File: config.mk
export PLATFORM = sky130hd
export DESIGN_NAME = ec_fpn_addsub_stream
export DESIGN_NICKNAME = d
export VERILOG_FILES = /design/src/rtl/ec_pkg.sv /design/src/rtl/ec_limb_addc.sv /design/src/rtl/ec_fpn_addsub_stream.sv
export SDC_FILE = /design/constraint.sdc
export NUM_CORES = 1
export LEC_CHECK = 0
export ABC_AREA = 1
export CAP_MARGIN = 25
export CORE_MARGIN = 2
export CORE_UTILIZATION = 46
export DETAILED_ROUTE_END_ITERATION = 6
export PLACE_DENSITY = 0.62
export SYNTH_ARGS = -nofsm -noshare
export SYNTH_HDL_FRONTEND = slang
export SYNTH_SLANG_ARGS = --single-unit
File: constraint.sdc
create_clock -name i_clk -period 27.9 [get_ports i_clk]
set_input_delay 8.37 -clock i_clk [delete_from_list [all_inputs] [get_ports i_clk]]
set_output_delay 8.37 -clock i_clk [all_outputs]
set_load 0.02 [all_outputs]
File: src/rtl/ec_pkg.sv
// Shared field-arithmetic types, bn128 modulus and stream widths for the EC point units.
package ec_pkg;
    typedef logic [255:0] FE_TYPE;
    typedef logic [63:0]  FE_TYPE_ARITH;

    localparam int FE_BITS          = $bits(FE_TYPE);
    localparam int ARITH_BITS       = $bits(FE_TYPE_ARITH);
    localparam int DIV              = FE_BITS / ARITH_BITS;
    localparam int CNT_BITS         = (DIV > 1) ? $clog2(DIV) : 1;
    localparam int CTL_BITS_DEFAULT = 8;
    localparam int AXI_IN_DAT_BITS  = 2 * ARITH_BITS;
    localparam int AXI_OUT_DAT_BITS = ARITH_BITS;

    localparam FE_TYPE BN128_P =
        256'h30644e72e131a029b85045b68181585d97816a916871ca8d3c208c16d87cfd47;

    localparam logic [0:0] ST_RX = 1'b0;
    localparam logic [0:0] ST_TX = 1'b1;

    function automatic FE_TYPE_ARITH fe_limb(input FE_TYPE x, input logic [CNT_BITS-1:0] k);
        return x[k*ARITH_BITS +: ARITH_BITS];
    endfunction
endpackage

File: src/rtl/ec_limb_addc.sv
// One limb of a ripple add (SUB=0) or subtract (SUB=1); cout is the carry or borrow out.
module ec_limb_addc
    import ec_pkg::*;
#(
    parameter bit SUB = 1'b0
) (
    input  FE_TYPE_ARITH a,
    input  FE_TYPE_ARITH b,
    input  logic         cin,
    output FE_TYPE_ARITH r,
    output logic         cout
);
    logic [ARITH_BITS:0] wide;

    // The extra top bit is the carry for adds and goes high on underflow for subtracts.
    always_comb begin
        if (SUB) begin
            wide = {1'b0, a} - {1'b0, b} - {{ARITH_BITS{1'b0}}, cin};
        end else begin
            wide = {1'b0, a} + {1'b0, b} + {{ARITH_BITS{1'b0}}, cin};
        end
    end

    assign r    = wide[ARITH_BITS-1:0];
    assign cout = wide[ARITH_BITS];
endmodule

File: src/rtl/ec_fpn_addsub_stream.sv
// Limb-serial modular add/sub: collects one packet of limbs, picks the raw or P-corrected
// result on the last beat, then streams the result limbs back out.
module ec_fpn_addsub_stream
    import ec_pkg::*;
#(
    parameter FE_TYPE P        = BN128_P,
    parameter bit     SUBTRACT = 1'b0,
    parameter int     CTL_BITS = CTL_BITS_DEFAULT
) (
    input  logic                        i_clk,
    input  logic                        i_rst,
    input  logic [AXI_IN_DAT_BITS-1:0]  i_if_dat,
    input  logic                        i_if_val,
    output logic                        i_if_rdy,
    input  logic                        i_if_sop,
    input  logic                        i_if_eop,
    input  logic [CTL_BITS-1:0]         i_if_ctl,
    output logic [AXI_OUT_DAT_BITS-1:0] o_if_dat,
    output logic                        o_if_val,
    input  logic                        o_if_rdy,
    output logic                        o_if_sop,
    output logic                        o_if_eop,
    output logic                        o_if_err,
    output logic [CTL_BITS-1:0]         o_if_ctl
);
    localparam logic [CNT_BITS-1:0] LAST = CNT_BITS'(DIV - 1);

    logic [0:0]          state;
    logic [CNT_BITS-1:0] limb_cnt;
    logic [CNT_BITS-1:0] limb_idx;
    logic                chain1, chain2;
    logic                cin1, cin2, cout1, cout2;
    logic                pkt_err, sel_corr, final_sel;
    logic [CTL_BITS-1:0] ctl_q;
    logic                in_fire, out_fire;
    FE_TYPE_ARITH        prim_limb, corr_limb;
    FE_TYPE_ARITH        prim_buf [DIV];
    FE_TYPE_ARITH        corr_buf [DIV];

    assign in_fire  = i_if_val && i_if_rdy;
    assign out_fire = o_if_val && o_if_rdy;

    // A sop beat always restarts at limb 0 with clean chains, even mid-packet.
    assign limb_idx = i_if_sop ? '0 : limb_cnt;
    assign cin1     = !i_if_sop && chain1;
    assign cin2     = !i_if_sop && chain2;

    ec_limb_addc #(.SUB(SUBTRACT)) u_primary (
        .a    (i_if_dat[ARITH_BITS-1:0]),
        .b    (i_if_dat[2*ARITH_BITS-1:ARITH_BITS]),
        .cin  (cin1),
        .r    (prim_limb),
        .cout (cout1)
    );

    ec_limb_addc #(.SUB(!SUBTRACT)) u_correct (
        .a    (prim_limb),
        .b    (fe_limb(P, limb_idx)),
        .cin  (cin2),
        .r    (corr_limb),
        .cout (cout2)
    );

    // add: a+b overflowed or a+b-P did not underflow; sub: a-b underflowed.
    assign final_sel = SUBTRACT ? cout1 : (cout1 | ~cout2);

    always_ff @(posedge i_clk) begin
        if (in_fire) begin
            for (int i = 0; i < DIV; i++) begin
                if (CNT_BITS'(i) == limb_idx) begin
                    prim_buf[i] <= prim_limb;
                    corr_buf[i] <= corr_limb;
                end else if (i_if_eop && (CNT_BITS'(i) > limb_idx)) begin
                    prim_buf[i] <= '0;
                    corr_buf[i] <= '0;
                end
            end
        end
    end

    always_ff @(posedge i_clk) begin
        if (i_rst) begin
            state    <= ST_RX;
            limb_cnt <= '0;
            chain1   <= 1'b0;
            chain2   <= 1'b0;
            pkt_err  <= 1'b0;
            sel_corr <= 1'b0;
            ctl_q    <= '0;
            i_if_rdy <= 1'b0;
            o_if_val <= 1'b0;
            o_if_sop <= 1'b0;
            o_if_eop <= 1'b0;
            o_if_err <= 1'b0;
            o_if_dat <= '0;
            o_if_ctl <= '0;
        end else if (state == ST_RX) begin
            i_if_rdy <= 1'b1;
            if (in_fire) begin
                if (i_if_sop) begin
                    ctl_q <= i_if_ctl;
                end
                if ((i_if_sop && (limb_cnt != '0)) || (i_if_eop && (limb_idx != LAST))) begin
                    pkt_err <= 1'b1;
                end
                if (i_if_eop) begin
                    state    <= ST_TX;
                    i_if_rdy <= 1'b0;
                    limb_cnt <= '0;
                    chain1   <= 1'b0;
                    chain2   <= 1'b0;
                    sel_corr <= final_sel;
                end else begin
                    limb_cnt <= limb_idx + 1'b1;
                    chain1   <= cout1;
                    chain2   <= cout2;
                end
            end
        end else begin
            // In TX limb_cnt indexes the next result limb to present.
            if (out_fire && o_if_eop) begin
                state    <= ST_RX;
                i_if_rdy <= 1'b1;
                limb_cnt <= '0;
                pkt_err  <= 1'b0;
                o_if_val <= 1'b0;
                o_if_sop <= 1'b0;
                o_if_eop <= 1'b0;
                o_if_err <= 1'b0;
            end else if (!o_if_val || out_fire) begin
                o_if_val <= 1'b1;
                o_if_dat <= sel_corr ? corr_buf[limb_cnt] : prim_buf[limb_cnt];
                o_if_sop <= (limb_cnt == '0);
                o_if_eop <= (limb_cnt == LAST);
                o_if_err <= pkt_err && (limb_cnt == LAST);
                o_if_ctl <= ctl_q;
                limb_cnt <= limb_cnt + 1'b1;
            end
        end
    end
endmodule
## Word level (Yosys, flattened, before mapping)

Memory sizes are Yosys's and may differ from the RTL's. A register that Yosys moved wholly into a read port is not among the register bits.
Index checks and enable logic that the tools add are counted.

| storage, ports and cells | value |
|---|---|
| ROM bits | 0 |
| bits in latches | 0 |
| RAM bits | 512 |
| output and inout bits | 77 |
| register bits after elaboration | 92 |
| memories kept | 2 |

| cells by class | value |
|---|---|
| reductions and logical operators | 29 |
| magnitude comparators | 4 |
| $mul | 0 |
| bitwise logic cells | 12 |
| add/subtract/negate cells | 6 |
| muxes and demuxes | 69 |
| shifts and indexed selects | 1 |
| div/mod/pow operators | 0 |
| equality and inequality tests | 7 |

Memory list:

| name | depth | bits a word | read ports | clocked after Yosys merged registers in | write ports | line | source |
|---|---|---|---|---|---|---|---|
| corr_buf | 4 | 64 | 1 | 1 | 4 | ec_fpn_addsub_stream.sv:38 | `FE_TYPE_ARITH corr_buf [DIV];` |
| prim_buf | 4 | 64 | 1 | 1 | 4 | ec_fpn_addsub_stream.sv:37 | `FE_TYPE_ARITH prim_buf [DIV];` |

Operators by type and width:

| operator | count |
|---|---|
| $mux 64 | 9 |
| $shiftx 256x9->64 const A | 1 |
| $add 64x64->65 | 1 |
| $add 65x1->65 | 1 |
| $sub 64x64->65 | 1 |
| $sub 65x1->65 | 1 |
| $mux 1 | 50 |
| $mux 2 | 10 |
| $logic_and 1x1->1 | 12 |
| $reduce_and 3->1 | 4 |
| $or 1x1->1 | 9 |
| $reduce_bool 2->1 | 4 |
| $reduce_and 2->1 | 3 |
| $add 2x1->2 const B | 2 |
| $eq 2x2->1 const A | 2 |
| $gt 1x2->1 const A | 2 |
| $gt 2x2->1 const A | 2 |
| $logic_not 2->1 | 2 |
| $ne 3x1->1 const B | 1 |
| $not 1->1 | 3 |
| $eq 1x2->1 const A | 1 |
| $eq 2x2->1 const B | 1 |
| $logic_not 1->1 | 2 |
| $logic_or 1x1->1 | 2 |
| 2 further kinds | 2 |

## Logic depth before layout (Yosys ltp)

| depth | value |
|---|---|
| depth in word-level cells | 8 |
| gate-level depth with buffers | 33 |

## Hierarchy

From an unflattened synthesis, not the netlist that was laid out.

| unflattened totals | value |
|---|---|
| cells, all modules | 6178 |
| area total of the unflattened synthesis | 41379.7 um^2 |

By module, submodules not included:

| module | instances | sequential area each (um^2) | cells each | area an instance (um^2) |
|---|---|---|---|---|
| ec_fpn_addsub_stream | 1 | 15975.3 | 3319 | 27894.3 |
| ec_limb_addc (u_correct) | 1 | 0.0 | 1563 | 7485.9 |
| ec_limb_addc (u_primary) | 1 | 0.0 | 1296 | 5999.5 |

## Worst setup path after synthesis

No wires, ideal clock.

| timing | value |
|---|---|
| kind | input port to flip-flop |
| from | input port i_if_sop |
| to | memory corr_buf[3][0] (netlist name) (enable) |
| path buffers | 0 |
| data arrival time | 15.225 ns |
| stages on the path | 4 |
| slack | 12.018 ns |
| path through | nor2_1 -> ha_1 -> inv_1 -> a21oi_1 |

RTL lines:

| what | line | source |
|---|---|---|
| start, declared | ec_fpn_addsub_stream.sv:15 | `input logic i_if_sop,` |
| end, declared | ec_fpn_addsub_stream.sv:38 |  |

==> flow_summary.toml <==
[power]
swShare = 0.374
power_leakage_nw = 17.3
internal_power_w = 0.00202
powerDensity_nw_per_um2 = 79.2
p_sw_w = 0.00121
power_frac_comb = 0.356
p_seq_frac = 0.364
clockPowerShare = 0.279
irDropWorstVdd_mv = 0.0469
total_power_w = 0.00323

[global_route]
antenna_found_initial = 3
grt_pass1_vias = 28500
grt_pass1_wl_um = 170000
grt-ovfl-total = 0
grt_max_degree = 164
grt.total_usage = 0.283

[timing]
clock_skew_ns = 0.0247
rsz0062_at_grt = "false"
maxSlewViolCount = 0
fmax_mhz = 68.9
hold_viol = 0
setup_tns_ns = 0
worstMarginPinSlew_ns = 1.10
fin_crit_sh = 0.520
setup_viol = 0
slew_headroom = 0.268
finalCriticalPeriod_ns = 14.51

[placement]
dp_hpwl_um = 78300
io_buffers = 218
gp_congestion = 1.05

[cts]
post_cts_resize_count = 0
numCtsBuffers = 68
cts_tree = "built"
clk_pin_slew_worst_paths_ns = 0.06
clk_latency_ns = 0.62
cts_hold_buffers = 0
postCtsSetupBuffers = 0
cts_sinks = 606
htree_levels = 3
cts_root_buffer = "clkbuf_16"
ctsLongestPathBuffers = 3

[routing]
vias_per_cell = 5.47
finalWirelength_um = 112000
drt_pre_antenna_iters = 6
vias = 30100
drc = 0
drt_iter0_markers = 2721
postRouteAntennaNets = 0
wl_per_cell_um = 20.4

[critical_path]
worstSetupStartpoint = "i_if_sop"
cp_slowest_cell = "o21ai_0"
path_class = "in2reg"
worstPathCellList = "clkdlybuf4s50_1 -> inv_1 -> nand2_1 -> fa_1 -> fa_1 -> o21bai_2 -> a31oi_1 -> o311ai_0 -> xor2_1 -> inv_1 -> ha_1 -> inv_1 -> ha_1 -> nand2_1 -> nor2_1 -> nand4_1 -> o21ai_0 -> nand2_2 -> nand2_2 -> xor2_1 -> nand2_1 -> o211ai_1 -> inv_1"
cp.buffers_inverters = 5
startpoint_type = "primary input"
critPathArrivalTime_ns = 15.02
path_delay_family = "compound AO/OA/AOI/OAI gates"
critPathMaxStageDelay_ns = 0.82
worstPathRequired_ns = 28.42
crit_fanout = 5
critPathMostFrequentCell = "inv_1"
cp-end-kind = "flip-flop"
r2r_start = "chain1"

[cells_and_area]
area_growth_pct = 15.3
num_antenna_cells = 0
multi_input_area_um2 = 15900
fillers = 7201
drive_above_1_share = 0.0584
seqCellArea_um2 = 16000
fin_nets = 4741

[die]
die_h_um = 281
start_util = 0.465
placementRows = 101
die_area_um2 = 79100
core_area_um2 = 75900
ios = 219
die_w_um = 281

[synthesis]
yosysSeqAreaShare = 0.452
synth-edff-count = 384
synth_cells = 4278
synth.largest_area_cell = "edfxtp_1"
synth_cell_type_count = 60
ys.flop_type = "edfxtp_1"
synth.ff_latch_count = 606
syn_avg_cell_area_um2 = 8.26
async_flop_share = 0
synthesis.nets = 4601
synth_top_area_share = 0.326
yosysWarnings = 0
synthTopCellsByArea = "edfxtp_1 (33%), dfxtp_1 (13%), inv_1 (7.7%), o21ai_0 (6.3%), ha_1 (6.3%)"
synth.most_common_cell = "inv_1"
netlist_area_um2 = 35300
ys_top_cells_by_count = "inv_1 (721), nor2_1 (527), nand2_1 (484)"

[status]
status = "complete, no violations"

[flow_run]
cap_violations = 0

[worst_hold_path]
hold_class = "reg2reg"
hp-start = "chain1"
## cells by family (layout without fill, tap and decap cells)
group	count (synthesis)	in the layout	share of synthesized area
xor gates and xnor gates	90	90	0.0248
and+or+nand+nor	1232	1232	0.146
adders and majority gates	181	181	0.0647
AOI/OAI and AO/OA	1128	1128	0.181
buffers and inverters	927	1121	0.0988
muxes	114	114	0.0323
DFF	606	606	0.452
## state kept, by name, summed over array words and instances (netlist names), named ones only
name / cells
i_if_rdy: 1
pkt_err: 1
chain1: 1
state: 1
o_if_ctl: 8
o_if_sop: 1
sel_corr: 1
ctl_q: 8
o_if_eop: 1
o_if_err: 1
prim_buf: 256
chain2: 1
o_if_val: 1
corr_buf: 256
limb_cnt: 2
o_if_dat: 64
## layout by cell type, fill, tap and decap left out, types with 34 or more instances in the layout
master,count
o211ai_1,140
a21oi_1,386
nand2_1,484
ha_1,178
clkdlybuf4s50_1,218
clkbuf_16,68
dfxtp_1,219
o21ai_0,448
mux2i_1,114
inv_1,718
xor2_1,55
nor2_1,523
nand3_1,100
edfxtp_1,384
o21a_1,34
## final timing paths
kind / depth (start not counted) / slack [ns] / endpoint
max reg2reg: 21 / 21.46 / corr_buf[2][29]
max: 23 / 13.39 / corr_buf[2][29]
min: 2 / 0.46 / chain1
min reg2reg: 2 / 0.46 / chain1
## layer usage
metal	wire [um]	part of all wire	track usage
met5	13	0.00012	0
met4	3300	0.029	0.0839
met1	49500	0.44	0.386
met3	7560	0.067	0.0421
met2	51900	0.46	0.464
## stage by stage
step,instance area (um^2),hold slack (ns),util,std cells,setup slack (ns)
global route,40700,0.505,0.536,5502,13.28
finish,40700,0.465,0.536,5502,13.39
global placement,38400,0.455,0.506,5374,13.06
floorplan,35300,0.444,-,4278,12.02
CTS,40700,0.466,0.536,5501,13.59
detailed placement,38500,0.457,0.507,5377,12.95
## power groups by stage
stage               clock, W  sequential, W  combinational [W]
floorplan                  0        0.00119           0.000759
global placement           0        0.00119            0.00112
detailed placement         0        0.00119            0.00113
CTS                 0.000913        0.00118            0.00114
global route        0.000947        0.00119            0.00127
finish              0.000901        0.00118            0.00115
## worst register-to-register path, stage by stage (launching register included)
cell and delay [ns]:
dfxtp_1 0.32, nand2_1 0.07, fa_1 0.42, fa_1 0.47, o21bai_2 0.49, a31oi_1 0.33, o311ai_0 0.43, xor2_1 0.45
inv_1 0.23, ha_1 0.33, inv_1 0.06, ha_1 0.37, nand2_1 0.11, nor2_1 0.19, nand4_1 0.12, o21ai_0 0.82
nand2_2 0.10, nand2_2 0.21, xor2_1 0.53, nand2_1 0.11, o211ai_1 0.11, inv_1 0.07
## layout make-up
class / count / area share
clock inverters: 38 / 0.0105
flip-flops and latches: 606 / 0.392
repair buffers: 250 / 0.0615
inverters: 747 / 0.0691
well taps: 1030 / 0.0316
multi-input cells: 2745 / 0.391
clock buffers: 86 / 0.0439
No activity file was read; power rests on OpenSTA's default activity.
